**src/rtl/cpu_dbg_pkg.sv**
```systemverilog
// cpu_dbg_pkg
//   Shared types for the CPU debug/step controller and anything that decodes
//   its outputs (hex display mux, board top).
//   ctrl_state_t : encoding of cpu_step_ctrl.state
//                  HALT=0, RUN=1, STEP=2, BREAK=3
//   TICK_W       : width of the instruction tick counter
package cpu_dbg_pkg;

  localparam int TICK_W = 32;

  typedef enum logic [1:0] {
    HALT  = 2'd0,
    RUN   = 2'd1,
    STEP  = 2'd2,
    BREAK = 2'd3
  } ctrl_state_t;

endpackage

```
**src/rtl/btn_debounce.sv**
```systemverilog
// btn_debounce
//   Turns a raw, asynchronous, bouncing push-button into a clean one-cycle
//   press pulse. Reusable for any board button.
//   clk      in  board clock
//   reset_n  in  asynchronous active-low reset
//   btn_raw  in  raw button level, active-high, asynchronous to clk
//   press    out one-cycle pulse on a rising edge of the debounced level
//
//   The debounced level flips only after DEB_CYCLES consecutive synchronised
//   samples that disagree with it; any agreeing sample restarts the count.
//   Latency from a clean rise to press is 2 + DEB_CYCLES cycles.
module btn_debounce #(
  parameter int DEB_CYCLES = 1_000_000
) (
  input  logic clk,
  input  logic reset_n,
  input  logic btn_raw,
  output logic press
);

  localparam int DW = (DEB_CYCLES > 1) ? $clog2(DEB_CYCLES) : 1;
  localparam logic [DW-1:0] LAST = DW'(DEB_CYCLES - 1);

  logic [1:0]    sync_q;
  logic [DW-1:0] stab_cnt;
  logic          deb_q;
  logic          deb_d1;

  always_ff @(posedge clk or negedge reset_n) begin
    if (!reset_n) begin
      sync_q   <= '0;
      stab_cnt <= '0;
      deb_q    <= 1'b0;
      deb_d1   <= 1'b0;
    end else begin
      sync_q <= {sync_q[0], btn_raw};
      deb_d1 <= deb_q;
      if (sync_q[1] == deb_q) begin
        stab_cnt <= '0;
      end else if (stab_cnt == LAST) begin
        // DEB_CYCLES disagreeing samples in a row: accept the new level
        deb_q    <= sync_q[1];
        stab_cnt <= '0;
      end else begin
        stab_cnt <= stab_cnt + DW'(1);
      end
    end
  end

  assign press = deb_q & ~deb_d1;

endmodule

```
**src/rtl/cpu_step_ctrl.sv**
```systemverilog
// cpu_step_ctrl
//   Clock-enable controller for the CPU core. Everything runs on the board
//   clock; the CPU advances only in cycles where cpu_en is high.
//   clk         in  board clock
//   reset_n     in  asynchronous active-low reset
//   mode_run    in  1 = free run, 0 = halt
//   divide      in  rate: one cpu_en per divide+1 cycles in RUN
//   step_btn    in  raw single-step button (debounced internally)
//   bp_en       in  breakpoint enable
//   bp_addr     in  breakpoint PC
//   pc          in  current CPU PC, stable between cpu_en pulses
//   cpu_en      out registered one-cycle CPU advance qualifier
//   state       out ctrl_state_t encoding of the controller state
//   tick_count  out number of cpu_en pulses since reset (wraps)
module cpu_step_ctrl
  import cpu_dbg_pkg::*;
#(
  parameter int CNT_W      = 28,
  parameter int ADDR_W     = 32,
  parameter int DEB_CYCLES = 1_000_000
) (
  input  logic              clk,
  input  logic              reset_n,
  input  logic              mode_run,
  input  logic [CNT_W-1:0]  divide,
  input  logic              step_btn,
  input  logic              bp_en,
  input  logic [ADDR_W-1:0] bp_addr,
  input  logic [ADDR_W-1:0] pc,
  output logic              cpu_en,
  output logic [1:0]        state,
  output logic [TICK_W-1:0] tick_count
);

  ctrl_state_t      st_q;
  logic [CNT_W-1:0] div_cnt;
  logic             skip_q;   // suppress a break on the first pulse after RUN entry
  logic             press;
  logic             due;
  logic             bp_hit;

  btn_debounce #(
    .DEB_CYCLES (DEB_CYCLES)
  ) u_step_deb (
    .clk     (clk),
    .reset_n (reset_n),
    .btn_raw (step_btn),
    .press   (press)
  );

  // >= rather than == so that lowering divide mid-count fires next cycle
  assign due    = (div_cnt >= divide);
  assign bp_hit = bp_en && (pc == bp_addr) && !skip_q;
  assign state  = st_q;

  always_ff @(posedge clk or negedge reset_n) begin
    if (!reset_n) begin
      st_q       <= HALT;
      cpu_en     <= 1'b0;
      div_cnt    <= '0;
      skip_q     <= 1'b0;
      tick_count <= '0;
    end else begin
      cpu_en <= 1'b0;
      if (cpu_en) tick_count <= tick_count + TICK_W'(1);

      case (st_q)
        HALT: begin
          // mode_run checked first so it wins over a coincident press
          if (mode_run) begin
            st_q    <= RUN;
            div_cnt <= '0;
            skip_q  <= 1'b1;
          end else if (press) begin
            st_q <= STEP;
          end
        end

        RUN: begin
          if (!mode_run) begin
            st_q <= HALT;
          end else if (due) begin
            div_cnt <= '0;
            if (bp_hit) begin
              st_q <= BREAK;
            end else begin
              cpu_en <= 1'b1;
              skip_q <= 1'b0;
            end
          end else begin
            div_cnt <= div_cnt + CNT_W'(1);
          end
        end

        STEP: begin
          cpu_en <= 1'b1;
          st_q   <= HALT;
        end

        BREAK: begin
          // never straight back to RUN: mode_run must drop first
          if (press)          st_q <= STEP;
          else if (!mode_run) st_q <= HALT;
        end

        default: st_q <= HALT;
      endcase
    end
  end

endmodule

```
**config.mk**
```make
export PLATFORM = sky130hd
export DESIGN_NAME = cpu_step_ctrl
export DESIGN_NICKNAME = d
export VERILOG_FILES = /design/src/rtl/cpu_dbg_pkg.sv /design/src/rtl/btn_debounce.sv /design/src/rtl/cpu_step_ctrl.sv
export SDC_FILE = /design/constraint.sdc
export NUM_CORES = 1
export LEC_CHECK = 0
export ABC_AREA = 1
export CAP_MARGIN = 20
export CELL_PAD_IN_SITES_DETAIL_PLACEMENT = 1
export CELL_PAD_IN_SITES_GLOBAL_PLACEMENT = 1
export CORE_AREA = 2 2 131 133
export CTS_CLUSTER_SIZE = 30
export DETAILED_ROUTE_END_ITERATION = 12
export DIE_AREA = 0 0 133 135
export PLACE_DENSITY = 0.8
export SLEW_MARGIN = 30
export SYNTH_ARGS = -nofsm -noshare
export SYNTH_HDL_FRONTEND = slang
export SYNTH_SLANG_ARGS = --single-unit
```
**constraint.sdc**
```tcl
create_clock -name clk -period 2.12 [get_ports clk]
set_input_delay 0.318 -clock clk [delete_from_list [all_inputs] [get_ports clk]]
set_output_delay 0.318 -clock clk [all_outputs]
set_load 0.05 [all_outputs]
```
==> summary.md, run 1 <==
| Metric | Value |
|---|---|
| Final instance area | 0.00823 mm2 |
| Syn avg cell area | between 7 and 8 um2 |
| Synth cell count leaders | 212 x nand2_1, 144 x inv_1, 109 x nor2_1, 88 x dfrtp_1, 43 x xor2_1 |
| Routed wire length | 17300 um |
| Pre-CTS worst setup slack | -0.316 ns |
| Status | complete, no violations |
| ANT cells | 0 |
| Worst Tran Pin Value | roughly 0.55 ns |
| P_leak | around 4 nW |
| Post-route core utilization | roughly half |
| Fmax | roughly 0.49 GHz |
| Arr. time, crit path | 1.72 ns |
| Max-slew violations | 0 |
| Worst path top cell family by delay | buffers and inverters |
| Worst min path class | flop to flop |
| Final setup violation count | 0 |
| Most common cell in the synthesized netlist | nand2_1 |
| Critical path buffer and inverter count | 1 |
| P per Cell Area | about 660 mW/mm2 |
| H-tree depth | 3 |
| CP max-delay cell | clkdlybuf4s50_1 |
| Routed len/inst | between 10 and 15 um |
| Crit-path cells | clkdlybuf4s50_1 |
| Crit path largest cell delay | about 0.87 ns |
| DR iter-0 viols | 179 |
| Vias per inst | around 4.7 |
| Post-synth top flop | dfrtp_1 |
| Cell Area, Placed | about 0.008 mm2 |
| Sequential Area | roughly 0.0022 mm2 |
| Mapped cell area | about 0.0061 mm2 |
| Ys Warns | 0 |
| Bufs on Longest Clock Path | 2 |
| Critical Path Fanout Max | 6 |
| Dpl cells | ~1200 |
| Syn nets | about 960 |
| Async SR Flop Fraction | between 90% and 100% |
| Fin. Hold Viols | 0 |
| Global-route wire length before repair | a little under 30000 um |
| Die Ht | 135 um |
| Slew headroom | 63.0% |
| MaxCap Viol Count | 0 |
| Initial antenna violation count | 0 |
| P&R area growth vs syn | 35.7% |
| Vias in the first global route | 6146 |
| I/O pins | approximately 130 |
| Clock latency on the worst-skew pair | 0.34 ns |
| Crit end category | output port |
| # DRC | 0 |
| Worst-path clk slew | ~0.06 ns |
| Minimum clock period | 2.04 ns |
| EDFF count, synth | 0 |
| Final nets | 1122 |
| Finished Layout Cells | between 1000 and 1500 |
| CP startpoint kind | flop |
| CTS tree | done |
| Rows | 47 |
| Fillers | between 2000 and 2500 |
| Cells after Synth | just over 800 |
| Post-synthesis sequential area ratio | a little over a third |
| Remaining Overflow, GRT | 0 |
| Final ANT Viol Nets | 0 |
| Number of library cell types mapped by synthesis | 40 |
| Ratio of cells with drive above 1 in the final layout | between 8 and 9% |
| Largest net degree at the start of global routing | 38 |
| Worst VDD drop | approximately 0.50 mV |
| Die ar. | 0.0180 mm2 |
| Setup slack after layout | roughly 0.08 ns |
| Layout Skew | between 0.004 and 0.005 ns |
| Worst path required time | 1.80 ns |
| Multi-input logic area | 0.00330 mm2 |
| Gr usage total | approximately a fifth |
| Largest area contributor in the synthesized netlist | dfrtp_1 |
| GP Congestion | roughly 0.82 |
| Core area | roughly 0.016 mm2 |
| Fin crit share | 96.2% |
| Drt pass-1 iters | 4 |
| Sink Count | just under 90 |
| Top cell type's share of synthesized area | between 30% and 40% |
| CTS Buf Count | 9 |
| Initial Util | 36.9% |
| Port Buf Inserts | between 100 and 150 |
| Width of the die | roughly 130 um |
| Synth Register Bits | 88 |
| Clock Tree Root | clkbuf_16 |
| Synth area leaders | dfrtp_1 36%, nand2_1 13%, inv_1 8.9% |
| Critical path class | flop to output port |
| Placed wire-length estimate | 13800 um |
| DR vias | between 5000 and 6000 |
-- timing repair --
item                                   CTS  global route
gates resized for setup                  0             9
setup endpoints to repair                0            29
hold buffers                             1             0
endpoints found under the hold margin   25             0
setup buffers                            0             0
-- cell families (layout without fill, tap and decap cells) --
group | Yosys count | in the layout | share of synthesized area, %
adders and majority gates | 35 | 35 | 7.22
xor gates and xnor gates | 64 | 64 | 9.37
DFF | 88 | 88 | 36.3
and+or+nand+nor | 445 | 445 | 33.3
muxes | 1 | 1 | 0.186
buffers and inverters | 157 | 322 | 9.89
AOI/OAI and AO/OA | 40 | 40 | 3.67
-- final timing paths --
| kind | start | to | slack (ns) | depth (start not counted) |
|---|---|---|---|---|
| max reg2reg | state[0] | div_cnt[21] | 0.16 | 12 |
| min in group asynchronous | reset_n | tick_count[27] | 0.45 | 2 |
| min | u_step_deb.sync_q[0] | u_step_deb.sync_q[1] | 0.35 | 0 |
| max in group asynchronous | reset_n | div_cnt[22] | 0.97 | 3 |
| max | tick_count[4] | tick_count[4] | 0.08 | 1 |
| min reg2reg | u_step_deb.sync_q[0] | u_step_deb.sync_q[1] | 0.35 | 0 |
-- placed cells by master, fill, tap and decap left out, types with 3 or more instances in the layout --
cell type / n
a21oi_1: 15
buf_4: 24
bufinv_16: 4
clkbuf_16: 9
clkdlybuf4s50_1: 128
dfrtp_1: 87
ha_1: 34
inv_1: 144
inv_2: 7
nand2_1: 211
nand2_2: 7
nand3_1: 36
nand3_2: 4
nand4_1: 25
nor2_1: 108
nor2_2: 7
nor2_4: 5
nor3_1: 22
nor3_4: 3
nor4_1: 4
o21ai_0: 12
o21ai_1: 3
or2_2: 4
xnor2_1: 20
xor2_1: 42
-- state kept, by name, summed over array words and instances, names as in the netlist --
register,cells
tick_count,32
u_step_deb.sync_q,2
u_step_deb.stab_cnt,20
u_step_deb.deb_q,1
u_step_deb.deb_d1,1
skip_q,1
cpu_en,1
state,2
div_cnt,28
-- stage by stage --
step | power, mW | TNS, ns | hold slack, ns
after floorplan | 2.73 | 0 | 0.0224
after detailed placement | 3.46 | -8.33 | 0.272
after CTS | 5.46 | 0 | 0.351
final | 5.42 | 0 | 0.348
after global placement | 3.42 | -7.79 | 0.274
after global routing | 5.69 | -0.00999 | 0.363
-- report_power, final --
group	internal, mW	switching (mW)
registers	1.78	0.120
clock network	1.30	0.667
logic	0.640	0.905
-- area by class of cell --
cell class,instances,share of cell area [%]
clock inverters,5,1.55
flip-flops and latches,88,26.8
well taps,220,3.34
repair buffers,155,18.4
inverters,151,6.89
clock buffers,11,2.95
multi-input cells,585,40.1
-- per-layer routing --
| metal | global-route usage (%) | wire [um] |
|---|---|---|
| met1 | 24.0 | 7530 |
| met2 | 37.4 | 8950 |
| met3 | 3.34 | 493 |
| met4 | 5.56 | 361 |
| met5 | 0 | 0 |
(Power assumes the default switching activity.)
==> inputs of run 2 (changes only) <==
--- a/config.mk
+++ b/config.mk
@@ -13,6 +13,7 @@
 export CTS_CLUSTER_SIZE = 30
 export DETAILED_ROUTE_END_ITERATION = 12
 export DIE_AREA = 0 0 133 135
+export GPL_TIMING_DRIVEN = 0
 export PLACE_DENSITY = 0.8
 export SLEW_MARGIN = 30
 export SYNTH_ARGS = -nofsm -noshare
==> summary.md, run 2 (synthesis gave the netlist of run 1 again) <==
| Metric | Value |
|---|---|
| Status | complete, no violations |
| Final setup violation count | 0 (unchanged) |
| Global-route wire length before repair | 28400 um (-3.0%) |
| I/O pins | 132 (unchanged) |
| Worst min path class | flop to flop |
| Reg2Reg Setup Slack | 0.12 ns (-0.04 ns) |
| CP max-delay cell | clkdlybuf4s50_1 |
| Port Buf Inserts | 131 (unchanged) |
| Worst path required time | 1.80 ns (about the same) |
| Remaining Overflow, GRT | 0 (unchanged) |
| Worst-path clk slew | 0.07 ns (about the same) |
| Routed met2 length | 8880 um (-0.75%) |
| Number of flip-flops under the largest register name | 32 (unchanged) |
| Hold_ws | 0.350 ns (+0.00124 ns) |
| Crit-path cells | clkdlybuf4s50_1 |
| Ratio of cells with drive above 1 in the final layout | 8.73% (-0.11 points) |
| GP Congestion | 0.797 (-2.5%) |
| Final instance area | 0.00815 mm2 (-0.99%) |
| RR Startpoint | state[1] |
| Finished Layout Cells | 1205 (-0.82%) |
| Largest net degree at the start of global routing | 61 (+61%) |
| CTS Buf Count | 9 (unchanged) |
| Routed len/inst | 14.0 um (-1.7%) |
| Layout Skew | 0.00884 ns (+0.00470 ns) |
| P&R area growth vs syn | 34.4% |
| Initial antenna violation count | 0 (unchanged) |
| Worst path top cell family by delay | buffers and inverters |
| ANT cells | 0 (unchanged) |
| M1 WL | 7370 um (-2.1%) |
| Arr. time, crit path | 1.72 ns (about the same) |
| Met3 WL | 479 um (-2.8%) |
| FF-to-FF path depth | 12 (unchanged) |
| Tot Pwr | 5.03 mW (-7.2%) |
| Critical path buffer and inverter count | 1 (unchanged) |
| Crit end category | output port |
| DR iter-0 viols | 188 (+5.0%) |
| Clock latency on the worst-skew pair | 0.35 ns (about the same) |
| # DRC | 0 (unchanged) |
| Hold depth | 0 (unchanged) |
| Worst VDD drop | 0.614 mV (+23%) |
| Cell Area, Placed | 0.00768 mm2 (-1.7%) |
| Die Ht | 135 um (unchanged) |
| Largest registers | tick_count (32), div_cnt (28), u_step_deb.stab_cnt (20) |
| Minimum clock period | 2.04 ns (+0.00159 ns) |
| Routed wire length | 16900 um (-2.5%) |
| Final ANT Viol Nets | 0 (unchanged) |
| P_leak | 4.04 nW (-1.9%) |
| Width of the die | 133 um (unchanged) |
| HP Start | u_step_deb.sync_q[0] |
| CP startpoint kind | flop |
| Die ar. | 0.0180 mm2 (unchanged) |
| Final nets | 1113 (-0.80%) |
| Dpl cells | 1182 (-1.3%) |
| Max-slew violations | 0 (unchanged) |
| Gr usage total | 19.5% (-0.57 points) |
| MaxCap Viol Count | 0 (unchanged) |
| Critical Path Fanout Max | 6 (unchanged) |
| Core area | 0.0164 mm2 (unchanged) |
| Highest Signal Layer | met4 |
| Placed wire-length estimate | 13500 um (-2.6%) |
| Vias in the first global route | 6009 (-2.2%) |
| Sink Count | 88 (unchanged) |
| P per Cell Area | 617 mW/mm2 (-6.3%) |
| Initial Util | 36.9% (unchanged) |
| DR vias | 5711 (-0.42%) |
| Post-route setup TNS | 0 ns (unchanged) |
| Hold Path End | u_step_deb.sync_q[1] |
| CTS tree | done |
| Worst Tran Pin Value | 0.552 ns (-0.00123 ns) |
| Critical path class | flop to output port |
| Crit path largest cell delay | 0.88 ns (about the same) |
| Drt pass-1 iters | 4 (unchanged) |
| Fin crit share | 96.2% (about the same) |
| Most frequent cells in the layout | 208 x nand2_1, 144 x inv_1, 130 x clkdlybuf4s50_1, 103 x nor2_1, 84 x dfrtp_1 |
| Slew headroom | 63.1% (+0.082 points) |
| Fin. Hold Viols | 0 (unchanged) |
| Clock Tree Root | clkbuf_16 |
| Fmax | 0.490 GHz (about the same) |
| Rows | 47 (unchanged) |
| Vias per inst | 4.74 (+0.41%) |
| Reg2reg end | div_cnt[21] |
| Most common cell after layout, fill and taps aside | nand2_1 |
| H-tree depth | 3 (unchanged) |
| Largest Register | tick_count |
| Bufs on Longest Clock Path | 2 (unchanged) |
| RSZ-0062 raised after global routing | yes |
-- run 2: cell count changes in the layout (fill, tap and decap cells not counted), sizes merged --
cell	delta
buf	-13
bufinv	-3
clkbuf	+1
clkdlybuf4s50	+2
clkinv	+1
clkinvlp	+2
-- run 2: repair_timing --
item	CTS	global route
setup endpoints to repair	26	30
endpoints found under the hold margin	28	0
pin swaps	0	9
hold buffers	1	0
resized for setup	12	16
buffers inserted	0	7
-- run 2: layer usage --
layer,track usage (%),vias to the layer above
li1,-,2881
met1,23.2,2749
met2,36.4,67
met3,4.17,14
met4,3.82,0
met5,0,-
-- run 2: how the worst max path moves through the flow --
stage	from	endpoint	slack, ns	cells past startpoint
final	tick_count[15]	tick_count[15]	0.08	1
after floorplan	tick_count[0]	tick_count[30]	0.06	9
after global placement	reset_n	u_step_deb.stab_cnt[3]	-2.72	1
after CTS	divide[26]	div_cnt[26]	0.009	15
after global routing	tick_count[1]	tick_count[30]	-0.02	9
after detailed placement	divide[26]	div_cnt[12]	-0.64	15
-- run 2: layout make-up --
type	instances	area, um2
sequential	88	2210
clock buffer	10	239
tap	220	275
fill	2088	8260
timing repair buffer	140	1400
clock inverter	5	57.6
multi-input combinational	585	3350
buffer	6	43.8
inverter	151	569
-- run 2: per-stage QoR --
step / util, % / setup WS [ns]
finish: 49.7 / 0.0799
detailed placement: 46.8 / -0.637
CTS: 48.9 / 0.00933
global route: 49.7 / -0.0182
global placement: 46.6 / -2.72
floorplan: - / 0.0571
-- run 2: power breakdown --
group,leakage (nW),internal (mW),switching (mW),total (mW)
Combinational,2.70,0.585,0.891,1.48
Clock,0.137,0.937,0.677,1.61
Sequential,1.20,1.78,0.154,1.94
==> inputs of run 3 (changes only) <==
--- a/config.mk
+++ b/config.mk
@@ -15,6 +15,7 @@
 export DIE_AREA = 0 0 133 135
 export GPL_TIMING_DRIVEN = 0
 export PLACE_DENSITY = 0.8
+export SKIP_CTS_REPAIR_TIMING = 1
 export SLEW_MARGIN = 30
 export SYNTH_ARGS = -nofsm -noshare
 export SYNTH_HDL_FRONTEND = slang
==> summary.md, run 3 (synthesis gave the netlist of run 1 again) <==
| Metric | Value |
|---|---|
| Crit end category | output port |
| Post-route setup TNS | 0 ns (unchanged) |
| Bufs on Longest Clock Path | 2 (unchanged) |
| MaxCap Viol Count | 0 (unchanged) |
| Ratio of cells with drive above 1 in the final layout | 8.53% (-0.20 points) |
| P&R area growth vs syn | 34.2% |
| CP max-delay cell | clkdlybuf4s50_1 |
| Layout Skew | 0.00961 ns (+0.000771 ns) |
| Initial Util | 36.9% (unchanged) |
| Routed wire length | 16900 um (+0.25%) |
| Routed len/inst | 14.1 um (+0.25%) |
| Vias per inst | 4.76 (+0.49%) |
| Vias in the first global route | 6006 (-0.050%) |
| Die Ht | 135 um (unchanged) |
| CTS tree | done |
| Drt pass-1 iters | 4 (unchanged) |
| DR vias | 5739 (+0.49%) |
| # DRC | 0 (unchanged) |
| Worst VDD drop | 0.614 mV (+0.10%) |
| Max-slew violations | 0 (unchanged) |
| CP startpoint kind | flop |
| Worst path required time | 1.80 ns (about the same) |
| P_leak | 4.04 nW (about the same) |
| Minimum clock period | 2.04 ns (-0.000580 ns) |
| Fin. Hold Viols | 0 (unchanged) |
| Final ANT Viol Nets | 0 (unchanged) |
| Arr. time, crit path | 1.72 ns (about the same) |
| Status | complete, no violations |
| Gr usage total | 19.5% (about the same) |
| Worst path top cell family by delay | buffers and inverters |
| Fillers | 2079 (-0.43%) |
| CTS Buf Count | 9 (unchanged) |
| Global-route wire length before repair | 28400 um (about the same) |
| ANT cells | 0 (unchanged) |
| Largest Register | tick_count |
| DR iter-0 viols | 156 (-17%) |
| Critical path buffer and inverter count | 1 (unchanged) |
| Die ar. | 0.0180 mm2 (unchanged) |
| Clock latency on the worst-skew pair | 0.35 ns (about the same) |
| Most frequent cells in the layout | 208 x nand2_1, 144 x inv_1, 130 x clkdlybuf4s50_1, 104 x nor2_1, 84 x dfrtp_1 |
| Fmax | 0.490 GHz (about the same) |
| Tot Pwr | 5.04 mW (+0.16%) |
| Most common cell after layout, fill and taps aside | nand2_1 |
| Multi-input logic area | 0.00334 mm2 (-0.45%) |
| Fin crit share | 96.2% (about the same) |
| Dpl cells | 1182 (unchanged) |
| Clock Tree Root | clkbuf_16 |
| Crit path largest cell delay | 0.88 ns (about the same) |
| Final nets | 1113 (unchanged) |
| Crit-path cells | clkdlybuf4s50_1 |
| Worst min path class | flop to flop |
| Core area | 0.0164 mm2 (unchanged) |
| Worst Tran Pin Value | 0.552 ns (-0.0000716 ns) |
| Width of the die | 133 um (unchanged) |
| Slew headroom | 63.1% (about the same) |
| Rows | 47 (unchanged) |
| Largest net degree at the start of global routing | 61 (unchanged) |
| Hold_ws | 0.350 ns (+0.00000900 ns) |
| Port Buf Inserts | 131 (unchanged) |
| Final setup violation count | 0 (unchanged) |
| P per Cell Area | 619 mW/mm2 (+0.34%) |
| Remaining Overflow, GRT | 0 (unchanged) |
| Post-route core utilization | 49.6% (-0.091 points) |
| Sink Count | 88 (unchanged) |
| Critical path class | flop to output port |
| Largest registers | tick_count (32), div_cnt (28), u_step_deb.stab_cnt (20) |
| Placed wire-length estimate | 13500 um (unchanged) |
| Critical Path Fanout Max | 6 (unchanged) |
| H-tree depth | 3 (unchanged) |
| Initial antenna violation count | 0 (unchanged) |
| Sequential Area | 0.00221 mm2 (unchanged) |
| Number of flip-flops under the largest register name | 32 (unchanged) |
| I/O pins | 132 (unchanged) |
| Finished Layout Cells | 1205 (unchanged) |
| Worst-path clk slew | 0.07 ns (about the same) |
| GP Congestion | 0.797 (unchanged) |
-- run 3: cell types whose count changed in the layout (fill, tap and decap cells not counted) --
cell,before,now
ha_1,32,33
ha_4,2,1
nor2_1,103,104
nor2_2,11,10
-- run 3: layer usage --
layer	global-route usage, %	part of all wire [%]	vias to the layer above
met1	23.2	44	2780
met5	0	0	-
met4	3.94	1.1	0
li1	-	-	2883
met2	36.3	52	59
met3	4.17	2.6	17
-- run 3: area by class of cell --
class                      count  area share [%]
buffer                         6           0.538
clock buffer                  10            2.94
clock inverter                 5           0.708
inverter                     151            7.00
multi-input combinational    585            41.0
sequential                    88            27.1
tap                          220            3.38
timing repair buffer         140            17.2
-- run 3: per-stage QoR --
stage / setup WS [ns] / area (um2)
final: 0.0805 / 8130
after global routing: -0.0184 / 8130
after CTS: -0.295 / 7970
after detailed placement: -0.637 / 7680
after global placement: -2.72 / 7650
after floorplan: 0.0571 / 6060
-- run 3: power by group --
group	switching (mW)	total [mW]	internal, mW
Combinational	0.895	1.48	0.585
Clock	0.681	1.62	0.937
Sequential	0.155	1.94	1.78
-- run 3: path summary, 6_finish.rpt --
path                                       from                   end  slack, ns  cells after the start
max                              tick_count[15]        tick_count[15]       0.08                      1
min                        u_step_deb.sync_q[0]  u_step_deb.sync_q[1]       0.35                      0
max reg2reg                         div_cnt[13]           div_cnt[26]       0.12                     13
min reg2reg                u_step_deb.sync_q[0]  u_step_deb.sync_q[1]       0.35                      0
max in group asynchronous               reset_n         tick_count[0]       1.10                      3
min in group asynchronous               reset_n           div_cnt[19]       0.42                      2
-- run 3: worst register-to-register path: cells and delay by family (launching register included) --
kind          cells  cell delay [ns]
fa+ha+maj         1             0.33
buf+inv           2             0.20
flops             1             0.46
simple gates     10             0.95
